===== config.mk =====
export PLATFORM = sky130hd
export DESIGN_NAME = keypad_encoder
export DESIGN_NICKNAME = d
export VERILOG_FILES = /design/src/rtl/keypad_encoder.sv
export SDC_FILE = /design/constraint.sdc
export NUM_CORES = 1
export LEC_CHECK = 0
export CORE_MARGIN = 2
export CORE_UTILIZATION = 30
export CTS_BUF_LIST = sky130_fd_sc_hd__clkbuf_4 sky130_fd_sc_hd__clkbuf_8
export DETAILED_ROUTE_END_ITERATION = 16
export PLACE_DENSITY = 0.55
export SYNTH_ARGS = -nofsm -noshare
export SYNTH_HDL_FRONTEND = slang
export SYNTH_SLANG_ARGS = --single-unit

===== constraint.sdc =====
create_clock -name clk -period 4.2 [get_ports clk]
set_clock_uncertainty 0.05 [all_clocks]
set_input_delay 0.42 -clock clk [delete_from_list [all_inputs] [get_ports clk]]
set_output_delay 0.42 -clock clk [all_outputs]
set_load 0.03 [all_outputs]

===== src/rtl/keypad_encoder.sv =====
// -----------------------------------------------------------------------------
// keypad_encoder
//
// Purpose
//   Turns 20 raw push-buttons into one 5-bit key code per press for the lock FSM.
//   Codes 0..15 are hex digits and 16 is W.
//   The buttons pass through a synchroniser and a priority encoder, so the
//   highest pressed index wins. The result is then debounced, and each accepted
//   press is presented exactly once.
//
//   keyout carries the code only in the single cycle where strobe is high. In
//   every other cycle it holds IDLE_CODE. IDLE_CODE never matches a key, so the
//   consumer may sample keyout every cycle without looking at strobe.
//
// Parameters
//   SYNC_STAGES      flops in the button synchroniser chain (>= 2)
//   DEBOUNCE_CYCLES  consecutive stable cycles needed to accept a press or a
//                    release (>= 1)
//   IDLE_CODE        keyout value when no key event is presented
//
// Ports
//   clk        in   1   system clock, all logic on posedge
//   rst_n      in   1   asynchronous, active-low reset
//   pb         in   20  raw asynchronous buttons, pb[i] high = button i pressed
//   keyout     out  5   key code (0..19) in the strobe cycle, IDLE_CODE otherwise
//   strobe     out  1   one-cycle pulse marking a newly accepted press
//   dbg_state  out  2   current debounce FSM state (debug observation only):
//                       0 IDLE, 1 DB_PRESS, 2 HOLD, 3 DB_REL
//
// Output handshake
//   strobe is a pure valid pulse with no ready/back-pressure. When strobe is
//   high, keyout is valid for that cycle only. When strobe is low, keyout is
//   IDLE_CODE. Presses are never queued. A press that the consumer misses is
//   lost.
// -----------------------------------------------------------------------------
module keypad_encoder #(
   parameter int unsigned SYNC_STAGES     = 2,
   parameter int unsigned DEBOUNCE_CYCLES = 4,
   parameter logic [4:0]  IDLE_CODE       = 5'h1F
) (
   input  logic        clk,
   input  logic        rst_n,
   input  logic [19:0] pb,
   output logic [4:0]  keyout,
   output logic        strobe,
   output logic [1:0]  dbg_state
);

   // --------------------------------------------------------------------------
   // Local types and constants
   // --------------------------------------------------------------------------
   typedef enum logic [1:0] {
      S_IDLE     = 2'd0,
      S_DB_PRESS = 2'd1,
      S_HOLD     = 2'd2,
      S_DB_REL   = 2'd3
   } state_e;

   // The counter only ever reaches DEBOUNCE_CYCLES-1.
   // It is kept at least 1 bit wide so that DEBOUNCE_CYCLES == 1 still elaborates.
   localparam int unsigned      CNT_W    = (DEBOUNCE_CYCLES > 1) ? $clog2(DEBOUNCE_CYCLES) : 1;
   localparam logic [CNT_W-1:0] CNT_LAST = CNT_W'(DEBOUNCE_CYCLES - 1);

   // --------------------------------------------------------------------------
   // Button synchroniser
   // Each bit gets its own SYNC_STAGES-deep chain. Bits are not skew-matched
   // against each other. Any resulting single-cycle code glitch is caught by
   // the code!=cand check during press debounce.
   // --------------------------------------------------------------------------
   logic [19:0] sync_q [SYNC_STAGES];
   logic [19:0] pb_s;

   always_ff @(posedge clk or negedge rst_n) begin
      if (!rst_n) begin
         for (int i = 0; i < int'(SYNC_STAGES); i++) begin
            sync_q[i] <= '0;
         end
      end else begin
         sync_q[0] <= pb;
         for (int i = 1; i < int'(SYNC_STAGES); i++) begin
            sync_q[i] <= sync_q[i-1];
         end
      end
   end

   assign pb_s = sync_q[SYNC_STAGES-1];

   // --------------------------------------------------------------------------
   // Priority encoder: the loop runs low to high, so the last hit is the
   // highest set index and that index wins.
   // --------------------------------------------------------------------------
   logic       any;
   logic [4:0] code;

   assign any = |pb_s;

   always_comb begin
      code = 5'd0;
      for (int i = 0; i < 20; i++) begin
         if (pb_s[i]) begin
            code = 5'(i);
         end
      end
   end

   // --------------------------------------------------------------------------
   // Debounce FSM: state register and registered outputs
   // --------------------------------------------------------------------------
   state_e           state_q,  state_d;
   logic [4:0]       cand_q,   cand_d;
   logic [CNT_W-1:0] cnt_q,    cnt_d;
   logic [4:0]       keyout_q, keyout_d;
   logic             strobe_q, strobe_d;

   always_ff @(posedge clk or negedge rst_n) begin
      if (!rst_n) begin
         state_q  <= S_IDLE;
         cand_q   <= 5'd0;
         cnt_q    <= '0;
         keyout_q <= IDLE_CODE;
         strobe_q <= 1'b0;
      end else begin
         state_q  <= state_d;
         cand_q   <= cand_d;
         cnt_q    <= cnt_d;
         keyout_q <= keyout_d;
         strobe_q <= strobe_d;
      end
   end

   // --------------------------------------------------------------------------
   // Debounce FSM: next-state and output logic
   // The outputs default to the idle pair. Only the DB_PRESS -> HOLD transition
   // presents a key, so the strobe pulse is exactly one cycle long by
   // construction.
   // --------------------------------------------------------------------------
   always_comb begin
      state_d  = state_q;
      cand_d   = cand_q;
      cnt_d    = cnt_q;
      keyout_d = IDLE_CODE;
      strobe_d = 1'b0;

      case (state_q)
         S_IDLE: begin
            if (any) begin
               state_d = S_DB_PRESS;
               cand_d  = code;
               cnt_d   = '0;
            end
         end

         S_DB_PRESS: begin
            // If the key is lost or the winning code changes, restart from
            // IDLE. IDLE then picks up the new code on the next cycle.
            if (!any || (code != cand_q)) begin
               state_d = S_IDLE;
            end else if (cnt_q == CNT_LAST) begin
               state_d  = S_HOLD;
               keyout_d = cand_q;
               strobe_d = 1'b1;
            end else begin
               cnt_d = cnt_q + 1'b1;
            end
         end

         S_HOLD: begin
            // While a key is held, extra or changed keys are deliberately
            // ignored. Only a full release re-arms the encoder.
            if (!any) begin
               state_d = S_DB_REL;
               cnt_d   = '0;
            end
         end

         S_DB_REL: begin
            if (any) begin
               state_d = S_HOLD;
            end else if (cnt_q == CNT_LAST) begin
               state_d = S_IDLE;
            end else begin
               cnt_d = cnt_q + 1'b1;
            end
         end

         default: begin
            state_d = S_IDLE;
         end
      endcase
   end

   // --------------------------------------------------------------------------
   // Outputs
   // --------------------------------------------------------------------------
   assign keyout    = keyout_q;
   assign strobe    = strobe_q;
   assign dbg_state = state_q;

   // --------------------------------------------------------------------------
   // Embedded properties of the output contract
   // --------------------------------------------------------------------------
   strobe_single_cycle: assert property (
      @(posedge clk) disable iff (!rst_n) strobe_q |=> !strobe_q);

   strobe_code_in_range: assert property (
      @(posedge clk) disable iff (!rst_n) strobe_q |-> (keyout_q < 5'd20));

   keyout_idle_when_quiet: assert property (
      @(posedge clk) disable iff (!rst_n) !strobe_q |-> (keyout_q == IDLE_CODE));

endmodule


==> results of run 1 <==
synth_stat cells, drive strengths merged:
| library cell | instances | area, µm² |
|---|---|---|
| a211o | 2 | 17.5 |
| a211oi | 1 | 20.0 |
| a21boi | 2 | 22.5 |
| a21oi | 8 | 40.0 |
| a221oi | 2 | 17.5 |
| a311oi | 1 | 15.0 |
| a31oi | 2 | 12.5 |
| and2 | 1 | 6.26 |
| clkbuf | 2 | 7.51 |
| dfrtp | 50 | 1250 |
| dfstp | 5 | 131 |
| ha | 1 | 12.5 |
| inv | 10 | 37.5 |
| mux2i | 2 | 20.0 |
| nand2 | 14 | 55.1 |
| nand2b | 1 | 6.26 |
| nand3 | 6 | 35.0 |
| nand3b | 1 | 7.51 |
| nand4b | 1 | 8.76 |
| nor2 | 16 | 60.1 |
| nor3 | 1 | 5.00 |
| nor3b | 1 | 7.51 |
| nor4 | 6 | 82.6 |
| o211ai | 1 | 7.51 |
| o21ai | 8 | 40.0 |
| o221ai | 1 | 8.76 |
| o22a | 1 | 8.76 |
| o311ai | 1 | 8.76 |
| o31a | 1 | 8.76 |
| o31ai | 2 | 15.0 |
| or2 | 4 | 25.0 |
| or2b | 1 | 7.51 |
| or3 | 3 | 20.0 |
| or4 | 2 | 18.8 |
| xor2 | 1 | 8.76 |
sequential cells by signal, summed over array words and instances (netlist names):
register	count
cnt_q	2
keyout	5
strobe	1
cand_q	5
pb_s	20
sync_q	20
dbg_state	2
metal layers:
layer	up-vias	part of all wire	routed length (µm)
li1	634	-	-
met1	598	0.49	1590
met2	27	0.45	1460
met3	6	0.042	137
met4	0	0.016	51
met5	-	0	0
power by group:
part	total, µW	leakage, µW	switching (µW)	internal (µW)
registers	626	0.000645	51.9	575
clock network	281	0.0000406	164	116
logic	197	0.000377	110	87.5
total	1100	0.00106	326	778
layout make-up:
| cell class | count | area share |
|---|---|---|
| Clock buffer | 5 | 0.0272 |
| Sequential cell | 55 | 0.547 |
| Tap cell | 80 | 0.0396 |
| Multi-Input combinational cell | 95 | 0.249 |
| Inverter | 10 | 0.0149 |
| Clock inverter | 2 | 0.00644 |
| Timing Repair Buffer | 30 | 0.116 |
worst max-delay path by stage:
stage | endpoint | cells past startpoint
global placement | cnt_q[0] | 7
finish | cnt_q[0] | 7
detailed placement | cnt_q[1] | 7
CTS | cnt_q[1] | 7
floorplan | cnt_q[0] | 7
global route | cnt_q[1] | 7
logic make-up (layout without fill, tap and decap cells):
logic type	after synthesis	after routing	share of synthesized area
and+or+nand+nor	58	58	0.168
buffers and inverters	12	47	0.0219
adders and majority gates	1	1	0.00608
muxes	2	2	0.00973
AOI/OAI and AO/OA	33	33	0.118
DFF	55	55	0.672
xor gates and xnor gates	1	1	0.00426
through the flow:
| step | util | cell area, µm² | instances | worst slack (ns) |
|---|---|---|---|---|
| floorplan | - | 2060 | 162 | 2.04 |
| global placement | 0.364 | 2440 | 270 | 1.94 |
| detailed placement | 0.364 | 2440 | 270 | 1.88 |
| CTS | 0.376 | 2530 | 277 | 1.87 |
| global route | 0.376 | 2530 | 277 | 1.63 |
| finish | 0.376 | 2530 | 277 | 1.89 |
==> run_summary.xml, run 1 <==
<?xml version="1.0" encoding="UTF-8"?>
<metrics>
  <group name="status">
    <metric name="status" unit="">finished clean</metric>
  </group>
  <group name="power_and_ir_drop">
    <metric name="total_power" unit="µW">1100</metric>
    <metric name="power.leakage" unit="µW">0.00106</metric>
    <metric name="ir_drop" unit="µV">160</metric>
    <metric name="cellPowerDensity" unit="mW/mm²">437</metric>
  </group>
  <group name="global_routing">
    <metric name="global_route.peak_usage_layer" unit="">met2</metric>
    <metric name="grt_max_degree" unit="">56</metric>
    <metric name="first_global_vias" unit="">1217</metric>
    <metric name="met1_usage" unit="">0.134</metric>
    <metric name="grt_pass1_wl" unit="mm">5.69</metric>
    <metric name="grt_use_met3" unit="">0.0286</metric>
    <metric name="grt.met2_usage" unit="">0.144</metric>
    <metric name="track_usage" unit="">0.0979</metric>
    <metric name="global_route.overflow_total" unit="">0</metric>
    <metric name="number_of_antenna_violations_at_the_first_check_in_global_routing" unit="">0</metric>
  </group>
  <group name="setup_path">
    <metric name="crit_top_cell" unit="">sky130_fd_sc_hd__a211o_1</metric>
    <metric name="arrival_time_reported_for_the_critical_path_endpoint" unit="ns">2.46</metric>
    <metric name="crit_family" unit="">compound AO/OA/AOI/OAI gates</metric>
    <metric name="cp_cell_sequence" unit="">or4_4 &gt; a21boi_2 &gt; a211o_1 &gt; nand4b_1 &gt; a211oi_4 &gt; a21oi_1 &gt; a211o_1</metric>
    <metric name="crit_path_start_kind" unit="">register</metric>
    <metric name="end_kind" unit="">register</metric>
    <metric name="timing.critical_path.slowest_cell_delay" unit="ns">0.58</metric>
    <metric name="timing_worst_setup_path_type" unit="">reg -&gt; reg</metric>
    <metric name="reg2reg_to" unit="">cnt_q[0]</metric>
    <metric name="ff2ff_path_depth" unit="">7</metric>
    <metric name="reg2reg_slack" unit="ns">1.89</metric>
    <metric name="slowest_cp_cell" unit="">sky130_fd_sc_hd__or4_4</metric>
    <metric name="rr_startpoint" unit="">pb_s[7]</metric>
    <metric name="crit_start" unit="">pb_s[7]</metric>
    <metric name="critPathMaxFanout" unit="">5</metric>
    <metric name="worst_path_buf_inv" unit="">0</metric>
    <metric name="timing.critical_path.required" unit="ns">4.35</metric>
  </group>
  <group name="sta">
    <metric name="hold_viol_final" unit="">0</metric>
    <metric name="worst-slew-pin-transition" unit="ns">0.654</metric>
    <metric name="relSlewSlack" unit="">0.564</metric>
    <metric name="setup-violations-final" unit="">0</metric>
    <metric name="report.final.slew_viol_count" unit="">0</metric>
    <metric name="finalCriticalPeriod" unit="ns">2.31</metric>
    <metric name="rsz0062_at_grt" unit="">no</metric>
    <metric name="layout_worst_path_cycle_share" unit="">0.551</metric>
    <metric name="timing.setup.tns" unit="ns">0</metric>
    <metric name="maxClockFrequency" unit="MHz">432</metric>
    <metric name="fin_hold_ws" unit="ns">0.183</metric>
  </group>
  <group name="clock_tree">
    <metric name="htreeDepth" unit="">2</metric>
    <metric name="post-cts-setup-buffers" unit="">0</metric>
    <metric name="ctsResizeCount" unit="">0</metric>
    <metric name="cts.sinks" unit="">55</metric>
    <metric name="clkSlewWorstSetupHoldPaths" unit="ns">0.09</metric>
    <metric name="max-clock-path-buffers" unit="">2</metric>
    <metric name="clock_tree_from_tritoncts" unit="">done</metric>
    <metric name="hold_fix_buffers_cts" unit="">0</metric>
    <metric name="cts-buffers-inserted" unit="">5</metric>
    <metric name="clock_network_latency_to_the_later_pin_of_the_worst_skew_pair" unit="ns">0.31</metric>
    <metric name="ctsRootBufferMaster" unit="">sky130_fd_sc_hd__clkbuf_8</metric>
  </group>
  <group name="synth">
    <metric name="synth-seq-cells" unit="">55</metric>
    <metric name="post_synthesis_cell_type_count" unit="">41</metric>
    <metric name="seq_area_frac_synth" unit="">0.672</metric>
    <metric name="syn_inst" unit="">162</metric>
    <metric name="syn_nets" unit="">185</metric>
    <metric name="summed_instance_area_of_the_synthesized_netlist" unit="mm²">0.00206</metric>
    <metric name="synthesis.yosys.warnings" unit="">0</metric>
    <metric name="syn_avg_cell_area" unit="µm²">12.7</metric>
  </group>
  <group name="detailed_routing">
    <metric name="drt_drc_violations_left" unit="">0</metric>
    <metric name="totalWireLength" unit="mm">3.24</metric>
    <metric name="detail_route.vias_per_cell" unit="">4.57</metric>
    <metric name="routedWlPerCell" unit="µm">11.7</metric>
    <metric name="dr.pass1.iters" unit="">4</metric>
    <metric name="route.antenna.remaining_nets" unit="">0</metric>
    <metric name="detailedRoute.firstIterationViolations" unit="">52</metric>
    <metric name="total_number_of_vias" unit="">1265</metric>
  </group>
  <group name="final_layout">
    <metric name="antenna_cells" unit="">0</metric>
    <metric name="area.sequential" unit="mm²">0.00138</metric>
    <metric name="syn_to_final_growth" unit="%">22.9</metric>
    <metric name="nNetsFinal" unit="">220</metric>
    <metric name="multi_input_area" unit="µm²">629</metric>
    <metric name="layout-drive-gt1-share" unit="">0.127</metric>
    <metric name="layout.cells.most_common" unit="">sky130_fd_sc_hd__dfrtp_1</metric>
    <metric name="nFillCells" unit="">654</metric>
    <metric name="most_used_cells_in_the_layout_excluding_fill_and_tap_cells" unit="">50 x sky130_fd_sc_hd__dfrtp_1, 28 x sky130_fd_sc_hd__clkdlybuf4s50_1, 16 x sky130_fd_sc_hd__nor2_1, 13 x sky130_fd_sc_hd__nand2_1, 10 x sky130_fd_sc_hd__inv_1</metric>
  </group>
  <group name="die">
    <metric name="coreArea" unit="mm²">0.00672</metric>
    <metric name="num_io_pins" unit="">30</metric>
    <metric name="starting_density_of_the_core" unit="">0.306</metric>
    <metric name="num_rows" unit="">30</metric>
    <metric name="floorplan.die.width" unit="µm">86.8</metric>
    <metric name="dieArea" unit="mm²">0.00754</metric>
    <metric name="die_height" unit="µm">86.8</metric>
  </group>
  <group name="placement">
    <metric name="final_weighted_congestion_in_routability_driven_placement" unit="">0.780</metric>
    <metric name="io_buffers" unit="">29</metric>
    <metric name="place_hpwl" unit="mm">2.33</metric>
  </group>
  <group name="hold_path">
    <metric name="min_path_type" unit="">in -&gt; async</metric>
  </group>
  <group name="job">
    <metric name="cap_viol_max_count" unit="">0</metric>
  </group>
</metrics>
No activity file was read; power rests on OpenSTA's default activity.
==> run 2: changes to the inputs <==
Settings changed: PLACE_DENSITY 0.55 to 0.57.
Clock period 4.2 ns to 1.9 ns, I/O delays scaled along.
==> run 2 against run 1 <==
- the flow now finishes with violations (negative setup slack)
- routed wire length rose by 14%
- combinational power rose to 3.2 times the previous value
- design area rose by 14%
- flip-flop and latch count did not move
- hold slack better by 0.074 ns
- critical path depth unchanged
- final cell count rose by 11%
- non-clock buffer count is 31 higher
==> run_summary.xml, run 2 (synthesis gave the netlist of run 1 again) <==
<?xml version="1.0" encoding="UTF-8"?>
<metrics>
  <group name="status">
    <metric name="status" unit="">finished, violations left</metric>
    <metric name="failing_checks" unit="">negative setup slack</metric>
  </group>
  <group name="setup_path">
    <metric name="critPathMaxFanout" unit="">4</metric>
    <metric name="cp_cell_sequence" unit="">or4_4 &gt; nor4_4 &gt; buf_4 &gt; nand2_2 &gt; o22a_1 &gt; a21boi_2 &gt; mux2i_1</metric>
    <metric name="timing.critical_path.required" unit="ns">2.05</metric>
    <metric name="reg2reg_slack" unit="ns">-0.36</metric>
    <metric name="arrival_time_reported_for_the_critical_path_endpoint" unit="ns">2.41</metric>
    <metric name="rr_startpoint" unit="">pb_s[7]</metric>
    <metric name="reg2reg_to" unit="">cnt_q[1]</metric>
    <metric name="slowest_cp_cell" unit="">sky130_fd_sc_hd__or4_4</metric>
    <metric name="timing.critical_path.slowest_cell_delay" unit="ns">0.58</metric>
    <metric name="crit_path_start_kind" unit="">register</metric>
    <metric name="end_kind" unit="">register</metric>
    <metric name="ff2ff_path_depth" unit="">7</metric>
    <metric name="timing_worst_setup_path_type" unit="">reg -&gt; reg</metric>
  </group>
  <group name="hold_path">
    <metric name="holdPathStages" unit="">1</metric>
    <metric name="min_path_type" unit="">in -&gt; reg</metric>
    <metric name="whs_endpoint" unit="">sync_q[25]</metric>
    <metric name="min-delay-start" unit="">pb[5]</metric>
  </group>
  <group name="final_layout">
    <metric name="utilization" unit="">0.429</metric>
    <metric name="finalInstanceArea" unit="mm²">0.00288</metric>
    <metric name="nFillCells" unit="">596</metric>
    <metric name="layout.cells.most_common" unit="">sky130_fd_sc_hd__dfrtp_1</metric>
    <metric name="nNetsFinal" unit="">251</metric>
    <metric name="most_used_cells_in_the_layout_excluding_fill_and_tap_cells" unit="">50 x sky130_fd_sc_hd__dfrtp_1, 28 x sky130_fd_sc_hd__clkdlybuf4s50_1, 27 x sky130_fd_sc_hd__buf_4, 14 x sky130_fd_sc_hd__nor2_1</metric>
    <metric name="antenna_cells" unit="">0</metric>
    <metric name="layout-drive-gt1-share" unit="">0.303</metric>
    <metric name="syn_to_final_growth" unit="%">40.1</metric>
  </group>
  <group name="clock_tree">
    <metric name="htreeDepth" unit="">2</metric>
    <metric name="clock_network_latency_to_the_later_pin_of_the_worst_skew_pair" unit="ns">0.31</metric>
    <metric name="max-clock-path-buffers" unit="">2</metric>
    <metric name="cts.sinks" unit="">55</metric>
    <metric name="clock_tree_from_tritoncts" unit="">done</metric>
    <metric name="ctsRootBufferMaster" unit="">sky130_fd_sc_hd__clkbuf_8</metric>
    <metric name="cts-buffers-inserted" unit="">5</metric>
    <metric name="clkSlewWorstSetupHoldPaths" unit="ns">0.09</metric>
  </group>
  <group name="sta">
    <metric name="rsz0062_at_grt" unit="">yes</metric>
    <metric name="fin_hold_ws" unit="ns">0.257</metric>
    <metric name="timing.setup.tns" unit="ns">-3.30</metric>
    <metric name="finalCriticalPeriod" unit="ns">2.26</metric>
    <metric name="worst-slew-pin-transition" unit="ns">0.401</metric>
    <metric name="maxClockFrequency" unit="MHz">443</metric>
    <metric name="finalWorstSetupSlack" unit="ns">-0.359</metric>
    <metric name="relSlewSlack" unit="">0.733</metric>
    <metric name="setup-violations-final" unit="">15</metric>
    <metric name="layout_worst_path_cycle_share" unit="">1.19</metric>
    <metric name="hold_viol_final" unit="">0</metric>
    <metric name="report.final.slew_viol_count" unit="">0</metric>
  </group>
  <group name="detailed_routing">
    <metric name="detailedRoute.firstIterationViolations" unit="">123</metric>
    <metric name="dr.pass1.iters" unit="">6</metric>
    <metric name="route.antenna.remaining_nets" unit="">0</metric>
    <metric name="total_number_of_vias" unit="">1379</metric>
    <metric name="routedWlPerCell" unit="µm">12.0</metric>
    <metric name="totalWireLength" unit="mm">3.70</metric>
    <metric name="detail_route.vias_per_cell" unit="">4.48</metric>
    <metric name="drt_drc_violations_left" unit="">0</metric>
  </group>
  <group name="global_routing">
    <metric name="first_global_vias" unit="">1378</metric>
    <metric name="grt_pass1_wl" unit="mm">6.21</metric>
    <metric name="track_usage" unit="">0.107</metric>
    <metric name="global_route.overflow_total" unit="">0</metric>
    <metric name="number_of_antenna_violations_at_the_first_check_in_global_routing" unit="">0</metric>
    <metric name="grt_max_degree" unit="">40</metric>
  </group>
  <group name="die">
    <metric name="coreArea" unit="mm²">0.00672</metric>
    <metric name="die_height" unit="µm">86.8</metric>
    <metric name="dieArea" unit="mm²">0.00754</metric>
    <metric name="floorplan.die.width" unit="µm">86.8</metric>
    <metric name="num_io_pins" unit="">30</metric>
    <metric name="num_rows" unit="">30</metric>
    <metric name="starting_density_of_the_core" unit="">0.306</metric>
  </group>
  <group name="placement">
    <metric name="io_buffers" unit="">29</metric>
    <metric name="place_hpwl" unit="mm">2.61</metric>
    <metric name="dp_slack" unit="ns">-0.376</metric>
    <metric name="final_weighted_congestion_in_routability_driven_placement" unit="">0.783</metric>
    <metric name="placement.cell_area" unit="mm²">0.00265</metric>
  </group>
  <group name="job">
    <metric name="cap_viol_max_count" unit="">0</metric>
  </group>
  <group name="power_and_ir_drop">
    <metric name="ir_drop" unit="µV">401</metric>
    <metric name="power.leakage" unit="µW">0.00124</metric>
    <metric name="cellPowerDensity" unit="mW/mm²">960</metric>
  </group>
</metrics>
-- run 2: layout make-up --
type                            count  area (µm²)  share of cell area
Inverter                           10        37.5              0.0130
Tap cell                           80         100              0.0347
Timing Repair Buffer               61         552               0.191
Clock buffer                        5        68.8              0.0239
Multi-Input combinational cell     95         703               0.244
Clock inverter                      2        37.5              0.0130
Sequential cell                    55        1380               0.480
-- run 2: where the power goes --
| part | leakage (µW) | internal (µW) | switching, µW |
|---|---|---|---|
| clock | 0.0000502 | 385 | 372 |
| combinational | 0.000547 | 320 | 316 |
| sequential | 0.000645 | 1270 | 102 |
-- run 2: worst max-delay path, delay by kind of cell, from the launching register on --
family / cells / cell delay (ns)
and+or+nand+nor: 3 / 1.00
DFF: 1 / 0.39
muxes: 1 / 0.13
buffers and inverters: 1 / 0.21
AOI/OAI and AO/OA: 2 / 0.37
-- run 2: repair_timing --
action / 4_1_cts / 5_1_grt
pin swaps: 7 / 7
resized for setup: 3 / 20
setup buffers: 2 / 2
hold buffers: 1 / 0
cloned: 0 / 0
hold endpoints to repair: 11 / 0
endpoints found under the setup margin: 15 / 15
-- run 2: worst max-delay path by stage --
stage,start,endpoint,cells past startpoint
CTS,pb_s[7],cnt_q[1],8
global route,pb_s[15],cnt_q[0],7
global placement,pb_s[7],cnt_q[0],7
floorplan,pb_s[7],cnt_q[0],7
finish,pb_s[7],cnt_q[1],7
detailed placement,pb_s[7],cnt_q[0],7
-- run 2: per-layer routing --
| layer | track usage | share of wire |
|---|---|---|
| met1 | 0.134 | 0.43 |
| met2 | 0.169 | 0.50 |
| met3 | 0.0333 | 0.042 |
| met4 | 0.0511 | 0.019 |
| met5 | 0 | 0 |
-- run 2: through the flow --
stage | power [µW] | instances
floorplan | 1690 | 162
global placement | 1930 | 296
detailed placement | 1950 | 296
CTS | 2750 | 306
global route | 2910 | 308
finish | 2770 | 308
==> run 3: changes to the inputs <==
Settings changed: PLACE_DENSITY 0.57 to 0.6.
==> run 3 against run 2 <==
- routed wire length decreased by 1.1%
- flip-flop and latch count unchanged
- the flow still finishes with violations (negative setup slack)
- sequential share of layout area down 0.15 points
- register-to-register slack barely moved
- via count grew 2.3%
- fmax is 0.36% lower
- combinational power decreased by 5.3%
- critical endpoint is now cnt_q[0]
- final cell count increased by 1.6%
==> run_summary.xml, run 3 (synthesis gave the netlist of run 1 again) <==
<?xml version="1.0" encoding="UTF-8"?>
<metrics>
  <group name="status">
    <metric name="status" unit="">finished, violations left</metric>
    <metric name="failing_checks" unit="">negative setup slack</metric>
  </group>
  <group name="sta">
    <metric name="rsz0062_at_grt" unit="">yes</metric>
    <metric name="finalWorstSetupSlack" unit="ns">-0.367</metric>
    <metric name="relSlewSlack" unit="">0.772</metric>
    <metric name="maxClockFrequency" unit="MHz">441</metric>
    <metric name="fin_hold_ws" unit="ns">0.255</metric>
    <metric name="layout_worst_path_cycle_share" unit="">1.19</metric>
    <metric name="worst-slew-pin-transition" unit="ns">0.342</metric>
    <metric name="finalCriticalPeriod" unit="ns">2.27</metric>
    <metric name="setup-violations-final" unit="">15</metric>
    <metric name="timing.setup.tns" unit="ns">-3.09</metric>
    <metric name="hold_viol_final" unit="">0</metric>
    <metric name="report.final.slew_viol_count" unit="">0</metric>
  </group>
  <group name="job">
    <metric name="cap_viol_max_count" unit="">0</metric>
  </group>
  <group name="global_routing">
    <metric name="first_global_vias" unit="">1432</metric>
    <metric name="track_usage" unit="">0.112</metric>
    <metric name="global_route.overflow_total" unit="">0</metric>
    <metric name="number_of_antenna_violations_at_the_first_check_in_global_routing" unit="">0</metric>
    <metric name="grt_pass1_wl" unit="mm">6.52</metric>
    <metric name="grt_max_degree" unit="">56</metric>
  </group>
  <group name="clock_tree">
    <metric name="max-clock-path-buffers" unit="">2</metric>
    <metric name="ctsRootBufferMaster" unit="">sky130_fd_sc_hd__clkbuf_8</metric>
    <metric name="clock_network_latency_to_the_later_pin_of_the_worst_skew_pair" unit="ns">0.31</metric>
    <metric name="clkSlewWorstSetupHoldPaths" unit="ns">0.10</metric>
    <metric name="htreeDepth" unit="">2</metric>
    <metric name="cts.sinks" unit="">55</metric>
    <metric name="cts-buffers-inserted" unit="">5</metric>
    <metric name="clock_tree_from_tritoncts" unit="">done</metric>
  </group>
  <group name="power_and_ir_drop">
    <metric name="share_comb_of_total_power" unit="">0.224</metric>
    <metric name="switching_power" unit="µW">802</metric>
    <metric name="ir_drop" unit="µV">339</metric>
    <metric name="sw_frac_of_total" unit="">0.298</metric>
    <metric name="seq_power_share" unit="">0.513</metric>
    <metric name="cellPowerDensity" unit="mW/mm²">931</metric>
    <metric name="power.clock.fraction" unit="">0.263</metric>
    <metric name="power.leakage" unit="µW">0.00126</metric>
    <metric name="p_int" unit="µW">1890</metric>
  </group>
  <group name="setup_path">
    <metric name="crit_top_cell" unit="">sky130_fd_sc_hd__a211o_1</metric>
    <metric name="timing.critical_path.required" unit="ns">2.06</metric>
    <metric name="end_kind" unit="">register</metric>
    <metric name="crit_path_start_kind" unit="">register</metric>
    <metric name="critPathMaxFanout" unit="">5</metric>
    <metric name="timing.critical_path.slowest_cell_delay" unit="ns">0.57</metric>
    <metric name="cp_cell_sequence" unit="">or4_4 &gt; a21boi_2 &gt; a211o_1 &gt; nand4b_1 &gt; a211oi_4 &gt; a21oi_1 &gt; a211o_1</metric>
    <metric name="crit_family" unit="">compound AO/OA/AOI/OAI gates</metric>
    <metric name="arrival_time_reported_for_the_critical_path_endpoint" unit="ns">2.42</metric>
    <metric name="worst_path_buf_inv" unit="">0</metric>
    <metric name="reg2reg_slack" unit="ns">-0.37</metric>
    <metric name="ff2ff_path_depth" unit="">7</metric>
    <metric name="cp_num_cells" unit="">7</metric>
    <metric name="slowest_cp_cell" unit="">sky130_fd_sc_hd__or4_4</metric>
    <metric name="rr_startpoint" unit="">pb_s[7]</metric>
    <metric name="timing_worst_setup_path_type" unit="">reg -&gt; reg</metric>
    <metric name="reg2reg_to" unit="">cnt_q[0]</metric>
  </group>
  <group name="detailed_routing">
    <metric name="total_number_of_vias" unit="">1411</metric>
    <metric name="routedWlPerCell" unit="µm">11.7</metric>
    <metric name="route.antenna.remaining_nets" unit="">0</metric>
    <metric name="detailedRoute.firstIterationViolations" unit="">101</metric>
    <metric name="drt_drc_violations_left" unit="">0</metric>
    <metric name="totalWireLength" unit="mm">3.66</metric>
    <metric name="detail_route.vias_per_cell" unit="">4.51</metric>
    <metric name="dr.pass1.iters" unit="">4</metric>
  </group>
  <group name="die">
    <metric name="die_height" unit="µm">86.8</metric>
    <metric name="floorplan.die.width" unit="µm">86.8</metric>
    <metric name="coreArea" unit="mm²">0.00672</metric>
    <metric name="num_io_pins" unit="">30</metric>
    <metric name="num_rows" unit="">30</metric>
    <metric name="starting_density_of_the_core" unit="">0.306</metric>
    <metric name="dieArea" unit="mm²">0.00754</metric>
  </group>
  <group name="hold_path">
    <metric name="min-delay-start" unit="">pb[9]</metric>
    <metric name="holdPathStages" unit="">1</metric>
    <metric name="min_path_type" unit="">in -&gt; reg</metric>
    <metric name="whs_endpoint" unit="">sync_q[29]</metric>
  </group>
  <group name="placement">
    <metric name="final_weighted_congestion_in_routability_driven_placement" unit="">0.762</metric>
    <metric name="dp_slack" unit="ns">-0.343</metric>
    <metric name="dp.cells" unit="">298</metric>
    <metric name="place_hpwl" unit="mm">2.54</metric>
    <metric name="io_buffers" unit="">29</metric>
    <metric name="placement.cell_area" unit="mm²">0.00268</metric>
  </group>
  <group name="final_layout">
    <metric name="multi_input_area" unit="µm²">677</metric>
    <metric name="nNetsFinal" unit="">255</metric>
    <metric name="syn_to_final_growth" unit="%">40.5</metric>
    <metric name="most_used_cells_in_the_layout_excluding_fill_and_tap_cells" unit="">50 x sky130_fd_sc_hd__dfrtp_1, 31 x sky130_fd_sc_hd__buf_4, 28 x sky130_fd_sc_hd__clkdlybuf4s50_1, 16 x sky130_fd_sc_hd__nor2_1, 13 x sky130_fd_sc_hd__nand2_1</metric>
    <metric name="layout-drive-gt1-share" unit="">0.296</metric>
    <metric name="finish.cell_count_without_fillers" unit="">313</metric>
    <metric name="finalInstanceArea" unit="mm²">0.00289</metric>
    <metric name="antenna_cells" unit="">0</metric>
    <metric name="area.sequential" unit="mm²">0.00138</metric>
    <metric name="nFillCells" unit="">610</metric>
    <metric name="layout.cells.most_common" unit="">sky130_fd_sc_hd__dfrtp_1</metric>
  </group>
</metrics>
==> run 3: changes by cell type in the layout (fill, tap and decap cells not counted), moves of 2 or more <==
cell                      previous run  this run
sky130_fd_sc_hd__buf_4              27        31
sky130_fd_sc_hd__nor2_1             14        16
sky130_fd_sc_hd__nand2_2             4         1
sky130_fd_sc_hd__nand2_1            10        13
==> run 3: area by class of cell <==
class	count	area share
clock inverter	2	0.00693
sequential	55	0.478
clock buffer	6	0.0286
tap	80	0.0346
multi-input combinational	95	0.234
timing repair buffer	65	0.204
inverter	10	0.0130
==> run 3: worst max-delay path by stage <==
stage / startpoint / endpoint
floorplan: pb_s[7] / cnt_q[0]
global placement: pb_s[7] / cnt_q[0]
detailed placement: pb_s[7] / cnt_q[0]
CTS: pb_s[7] / cnt_q[0]
global route: pb_s[7] / cnt_q[0]
finish: pb_s[7] / cnt_q[0]
==> run 3: power groups by stage <==
stage / combinational, µW / sequential, µW / clock, µW
after floorplan: 306 / 1390 / 0
after global placement: 544 / 1400 / 0
after detailed placement: 548 / 1400 / 0
after CTS: 600 / 1380 / 726
after global routing: 667 / 1400 / 770
final: 602 / 1380 / 707
==> run 3: through the flow <==
stage	total power, µW	util
after CTS	2710	0.426
after floorplan	1690	-
after detailed placement	1950	0.399
final	2690	0.430
after global placement	1940	0.399
after global routing	2840	0.430
==> run 3: timing repair <==
| action | CTS | global route |
|---|---|---|
| gates resized for setup | 8 | 7 |
| endpoints found under the setup margin | 15 | 15 |
| endpoints found under the hold margin | 50 | 0 |
| pin swaps | 4 | 2 |
| hold buffers | 1 | 0 |
| buffers inserted | 5 | 1 |
==> run 3: metal layers <==
layer | GRT usage | share of wire | up-vias
met1 | 0.143 | 0.45 | 667
met3 | 0.0314 | 0.041 | 6
li1 | - | - | 703
met2 | 0.177 | 0.49 | 35
met4 | 0.0497 | 0.017 | 0
met5 | 0 | 0 | -
